[config.mk]
export PLATFORM = sky130hd
export DESIGN_NAME = pkt_buff_out_arbiter
export DESIGN_NICKNAME = d
export VERILOG_FILES = /design/src/rtl/pkt_buff_out_arbiter.sv
export SDC_FILE = /design/constraint.sdc
export NUM_CORES = 1
export LEC_CHECK = 0
export BUFFER_PORTS_ARGS = -buffer_cell sky130_fd_sc_hd__clkbuf_2
export CORE_AREA = 2 2 185 187
export DETAILED_ROUTE_END_ITERATION = 12
export DIE_AREA = 0 0 187 189
export HOLD_SLACK_MARGIN = 0.08
export PLACE_DENSITY_LB_ADDON = 0.12
export SLEW_MARGIN = 25
export SYNTH_ARGS = -nofsm -noshare
export SYNTH_HDL_FRONTEND = slang
export SYNTH_SLANG_ARGS = --single-unit
[constraint.sdc]
create_clock -name clk -period 3.83 [get_ports clk]
set_input_delay 0.5745 -clock clk [delete_from_list [all_inputs] [get_ports clk]]
set_output_delay 0.5745 -clock clk [all_outputs]
set_load 0.02 [all_outputs]
[src/rtl/pkt_buff_out_arbiter.sv]
// Round-robin arbiter muxing NUM_BUFS packet buffers onto one registered output port.
// Optional grant watchdog enabled by defining ARB_WATCHDOG_EN.
module pkt_buff_out_arbiter #(
    parameter int NUM_BUFS    = 4,
    parameter int IDX_W       = 2,
    parameter int WDOG_CYCLES = 4096
) (
    input  logic                     clk,
    input  logic                     reset_n,
    input  logic [NUM_BUFS-1:0]      buf_req,
    output logic [NUM_BUFS-1:0]      buf_ack,
    output logic [NUM_BUFS-1:0]      buf_rdy,
    input  logic [64*NUM_BUFS-1:0]   buf_data,
    input  logic [24*NUM_BUFS-1:0]   buf_pkt_route,
    input  logic [NUM_BUFS-1:0]      buf_wr,
    input  logic [NUM_BUFS-1:0]      buf_bop,
    input  logic [NUM_BUFS-1:0]      buf_eop,
    output logic [63:0]              out_data,
    output logic [23:0]              out_pkt_route,
    output logic                     out_wr,
    output logic                     out_bop,
    output logic                     out_eop,
    input  logic                     out_rdy,
    output logic [IDX_W-1:0]         grant_idx,
    output logic                     proto_err,
    output logic                     wdog_err
);

    typedef enum logic [1:0] {ST_IDLE, ST_GRANT, ST_RELEASE} state_e;

    localparam logic [IDX_W:0] NB = (IDX_W+1)'(NUM_BUFS);

    state_e               state_q, state_d;
    logic [IDX_W-1:0]     grant_idx_q, grant_idx_d;
    logic [IDX_W-1:0]     rr_ptr_q, rr_ptr_d;
    logic [NUM_BUFS-1:0]  eligible;
    logic [NUM_BUFS-1:0]  grant_oh;
    logic                 release_req;
    logic                 win_found;
    logic [IDX_W-1:0]     win_idx;
    logic [IDX_W:0]       cand;
    logic [63:0]          data_arr  [NUM_BUFS];
    logic [23:0]          route_arr [NUM_BUFS];

    logic [63:0]          out_data_q;
    logic [23:0]          out_route_q;
    logic                 out_wr_q, out_bop_q, out_eop_q;
    logic                 proto_err_q;

    generate
        for (genvar gi = 0; gi < NUM_BUFS; gi++) begin : g_unpack
            assign data_arr[gi]  = buf_data[64*gi +: 64];
            assign route_arr[gi] = buf_pkt_route[24*gi +: 24];
            assign grant_oh[gi]  = (grant_idx_q == IDX_W'(gi));
        end
    endgenerate

`ifdef ARB_WATCHDOG_EN
    localparam int WD_W = $clog2(WDOG_CYCLES + 1);

    logic [WD_W-1:0]      wdog_cnt_q, wdog_cnt_d;
    logic [NUM_BUFS-1:0]  mask_q, mask_d;
    logic                 wdog_err_q;
    logic                 wdog_fire;

    assign wdog_fire = (state_q == ST_GRANT) && !buf_wr[grant_idx_q] &&
                       (wdog_cnt_q == WD_W'(WDOG_CYCLES - 1));

    // A timed-out buffer stays masked until it drops its request.
    always_comb begin
        wdog_cnt_d = '0;
        if (state_q == ST_GRANT && state_d == ST_GRANT && !buf_wr[grant_idx_q]) begin
            wdog_cnt_d = wdog_cnt_q + 1'b1;
        end
        mask_d = mask_q & buf_req;
        if (wdog_fire) begin
            mask_d[grant_idx_q] = 1'b1;
        end
    end

    always_ff @(posedge clk or negedge reset_n) begin
        if (!reset_n) begin
            wdog_cnt_q <= '0;
            mask_q     <= '0;
            wdog_err_q <= 1'b0;
        end else begin
            wdog_cnt_q <= wdog_cnt_d;
            mask_q     <= mask_d;
            wdog_err_q <= wdog_err_q | wdog_fire;
        end
    end

    assign eligible    = buf_req & ~mask_q;
    assign release_req = !buf_req[grant_idx_q] || wdog_fire;
    assign wdog_err    = wdog_err_q;
`else
    assign eligible    = buf_req;
    assign release_req = !buf_req[grant_idx_q];
    // Constant 0: the watchdog is not built in this configuration.
    assign wdog_err    = (WDOG_CYCLES < 0);
`endif

    // First eligible requester at or above the rr pointer, wrapping at NUM_BUFS.
    always_comb begin
        win_found = 1'b0;
        win_idx   = '0;
        cand      = '0;
        for (int k = 0; k < NUM_BUFS; k++) begin
            cand = {1'b0, rr_ptr_q} + (IDX_W+1)'(k);
            if (cand >= NB) begin
                cand = cand - NB;
            end
            if (!win_found && eligible[cand[IDX_W-1:0]]) begin
                win_found = 1'b1;
                win_idx   = cand[IDX_W-1:0];
            end
        end
    end

    always_ff @(posedge clk or negedge reset_n) begin
        if (!reset_n) begin
            state_q     <= ST_IDLE;
            grant_idx_q <= '0;
            rr_ptr_q    <= '0;
        end else begin
            state_q     <= state_d;
            grant_idx_q <= grant_idx_d;
            rr_ptr_q    <= rr_ptr_d;
        end
    end

    always_comb begin
        state_d     = state_q;
        grant_idx_d = grant_idx_q;
        rr_ptr_d    = rr_ptr_q;
        case (state_q)
            ST_IDLE: begin
                if (win_found) begin
                    state_d     = ST_GRANT;
                    grant_idx_d = win_idx;
                end
            end
            ST_GRANT: begin
                if (release_req) begin
                    state_d = ST_RELEASE;
                end
            end
            ST_RELEASE: begin
                state_d  = ST_IDLE;
                rr_ptr_d = (grant_idx_q == IDX_W'(NUM_BUFS - 1)) ? '0 : grant_idx_q + 1'b1;
            end
            default: state_d = ST_IDLE;
        endcase
    end

    always_comb begin
        buf_ack = '0;
        buf_rdy = '0;
        if (state_q == ST_GRANT) begin
            buf_ack = grant_oh;
            buf_rdy = grant_oh & {NUM_BUFS{out_rdy}};
        end
    end

    // Writes from any buffer not currently acked are dropped and flagged.
    always_ff @(posedge clk or negedge reset_n) begin
        if (!reset_n) begin
            out_data_q  <= '0;
            out_route_q <= '0;
            out_wr_q    <= 1'b0;
            out_bop_q   <= 1'b0;
            out_eop_q   <= 1'b0;
            proto_err_q <= 1'b0;
        end else begin
            proto_err_q <= proto_err_q | (|(buf_wr & ~buf_ack));
            if (state_q == ST_GRANT) begin
                out_data_q <= data_arr[grant_idx_q];
                out_wr_q   <= buf_wr[grant_idx_q];
                out_bop_q  <= buf_wr[grant_idx_q] & buf_bop[grant_idx_q];
                out_eop_q  <= buf_wr[grant_idx_q] & buf_eop[grant_idx_q];
                if (buf_wr[grant_idx_q] && buf_bop[grant_idx_q]) begin
                    out_route_q <= route_arr[grant_idx_q];
                end
            end else begin
                out_wr_q  <= 1'b0;
                out_bop_q <= 1'b0;
                out_eop_q <= 1'b0;
            end
        end
    end

    assign out_data      = out_data_q;
    assign out_pkt_route = out_route_q;
    assign out_wr        = out_wr_q;
    assign out_bop       = out_bop_q;
    assign out_eop       = out_eop_q;
    assign grant_idx     = grant_idx_q;
    assign proto_err     = proto_err_q;

endmodule

==> impl_metrics.toml <==
[logic_synthesis]
syn_avg_cell_area_um2 = 12.16
yosysMostFrequentCell = "nand2_1"
synth-edff-count = 0
synthDominantCellAreaShare = 0.3985
postSynthCellCount = 506
yosysSeqAreaShare = 0.3985
async_flop_share = 1.000
syn-cell-area_um2 = 6153
ys_seq_elements = 98
synthTopCellsByArea = "dfrtp_1 (40%), mux4_2 (33%), nand2_1 (12%)"
synthFlopType = "dfrtp_1"
yosysTopAreaCell = "dfrtp_1"
ys.warnings.count = 0
syn_nets = 881
synth_cell_types = 33
yosys-top-cells-count = "nand2_1 (195), dfrtp_1 (98), mux4_2 (91), clkbuf_1 (19), mux2_4 (19)"

[cells_and_area]
area_delta_synth_final_pct = 50.63
nNetsFinal = 1330
final_layout_size_suffix_gt1_frac = 0.6406
utilization = 0.2785
diodes = 0

[worst_setup_path]
crit_family = "buffers and inverters"
worst-path-max-fanout = 49
slowest_stage = "buf_4"
worst-path-stages = 5
critPathBufInv = 3
critPathLaunchType = "flop"
crit_type = "reg2out"
r2r_cells = 3
crit_path_max_incr_delay_ns = 0.54
end_kind = "primary output"
cp.required_ns = 3.26
cp.arrival_ns = 2.12
cp_cell_sequence = "buf_4 > ha_1 > inv_1 > nor2_1 > clkbuf_2"

[power_and_ir_drop]
comb_power_share = 0.597
total_power_mw = 7.064
power_switching_share = 0.4521
ir_worst_vdd_v = 0.0004199
power.internal_mw = 3.870
netSwitchingPower_mw = 3.194
power_frac_clock = 0.132
power_leakage_nw = 4.804
power_frac_seq = 0.271
power.density_nw_per_um2 = 762.1

[clocking]
clock-sinks = 98
clk_pin_slew_ns = 0.08
worstSkewPairLatency_ns = 0.35
cts_tree = "built"
cts_hold_buf = 0
clockRootBuffer = "clkbuf_16"
cts_setup_buffers = 0
cts_buffer_depth = 2
ctsResizeCount = 0
numCtsBuffers = 9
h-tree-depth = 3

[routing]
wirelength_um = 25470
drt_iter0_drc = 179
num_vias = 5846
vias_per_cell = 4.152
drc = 0
routedWlPerCell_um = 18.09
drt_pass1_iterations = 4
ant_nets = 0

[timing]
hold_violations = 0
max_slew_margin = 0.4771
fin_skew_ns = 0.01200
drv_slew = 0
hold_slack_ns = 0.2400
rsz0062_at_grt = "false"
min_period_ns = 2.692
final.setup.tns_ns = 0
max_freq_mhz = 371.4
setup_viol = 0
period_share = 0.7029
worstMarginPinSlew_ns = 0.7843

[global_routing]
gr-total-overflow = 0
grt.total_usage = 0.1414
grt_pass1_vias = 6295
grt_max_degree = 65
antenna_found_initial = 0
grt_pass1_wl_um = 38160

[floorplanning]
num_rows = 67
start_util = 0.1849
ios = 474
core-area_um2 = 33280
die_area_um2 = 35340
fp.dieH_um = 189
dieWidth_um = 187

[placement]
io_buffers = 472
post-dp-hpwl_um = 20610
gp_congestion = 0.8386

[worst_hold_path]
holdCritPathClass = "in2async"

[flow_run]
maxCapViolations = 0

[run_status]
outcome = "finished clean"
[power groups by stage]
| stage | Sequential (mW) | Clock (mW) | Combinational, mW |
|---|---|---|---|
| finish | 1.91 | 0.932 | 4.22 |
| global route | 2.00 | 1.03 | 4.62 |
| CTS | 1.93 | 0.996 | 4.33 |
| detailed placement | 1.93 | 0 | 4.34 |
| global placement | 1.93 | 0 | 4.33 |
| floorplan | 2.44 | 0 | 2.41 |
[cell usage in the layout, fill, tap and decap left out, drive strengths merged, types with 2 or more instances in the layout]
master  netlist  routed
nand2       195     195
a21oi         4       4
inv          10      14
mux2         26      26
mux2i         2       2
ha            4       4
and3          4       4
buf          23       9
clkinv        0       2
o22ai         2       2
nand2b        2       2
a21o          2       2
mux4         91      91
nor2b         3       3
nor2          9       9
clkbuf       19     480
dfrtp        98      98
[flip-flops by register name (all words and copies together) (netlist names)]
| signal | count |
|---|---|
| out_data | 64 |
| out_pkt_route | 24 |
| grant_idx | 2 |
| rr_ptr_q | 2 |
| state_q | 2 |
| out_bop | 1 |
| out_eop | 1 |
| out_wr | 1 |
| proto_err | 1 |
[layer usage]
metal / vias up / wire (µm) / part of all wire / GRT usage
met2: 271 / 12800 / 0.50 / 0.2439
met4: 0 / 518 / 0.020 / 0.04090
met5: - / 0 / 0 / 0
met1: 2832 / 10550 / 0.41 / 0.1772
li1: 2717 / - / - / -
met3: 26 / 1612 / 0.063 / 0.03170
[final cells by class]
| class | count | area [µm²] |
|---|---|---|
| Clock buffer | 9 | 225.2 |
| Clock inverter | 7 | 61.31 |
| Fill cell | 3636 | 24010 |
| Inverter | 10 | 37.54 |
| Multi-Input combinational cell | 356 | 3467 |
| Sequential cell | 98 | 2460 |
| Tap cell | 448 | 560.5 |
| Timing Repair Buffer | 480 | 2457 |
[through the flow]
stage | instance area, µm² | cells | worst slack, ns
5_1_grt | 9269 | 1408 | 1.023
3_3_place_gp | 8955 | 1391 | 1.442
6_report | 9269 | 1408 | 1.138
4_1_cts | 9241 | 1407 | 1.082
2_1_floorplan | 6153 | 506 | 1.615
3_5_place_dp | 8955 | 1391 | 1.386
[cells by family after synthesis]
logic type / after synthesis / synth area share
buf+inv: 52 / 0.04168
mux: 119 / 0.3955
compound gates: 14 / 0.01667
fa+ha+maj: 4 / 0.008134
flops: 98 / 0.3985
other cells: 1 / 0.0006094
simple gates: 218 / 0.1389
[final timing paths]
check	start	end	slack, ns
max reg2reg	grant_idx[0]$_DFFE_PN0P_	out_pkt_route[11]$_DFFE_PN0P_	1.50
min reg2reg	out_data[30]$_DFFE_PN0P_	out_data[30]$_DFFE_PN0P_	0.47
min	reset_n	out_data[37]$_DFFE_PN0P_	0.24
min in group clk	out_data[30]$_DFFE_PN0P_	out_data[30]$_DFFE_PN0P_	0.47
max in group asynchronous	reset_n	out_pkt_route[4]$_DFFE_PN0P_	2.83
max	grant_idx[1]$_DFFE_PN0P_	buf_ack[3]	1.14
Power figures use the tool's default switching activity.
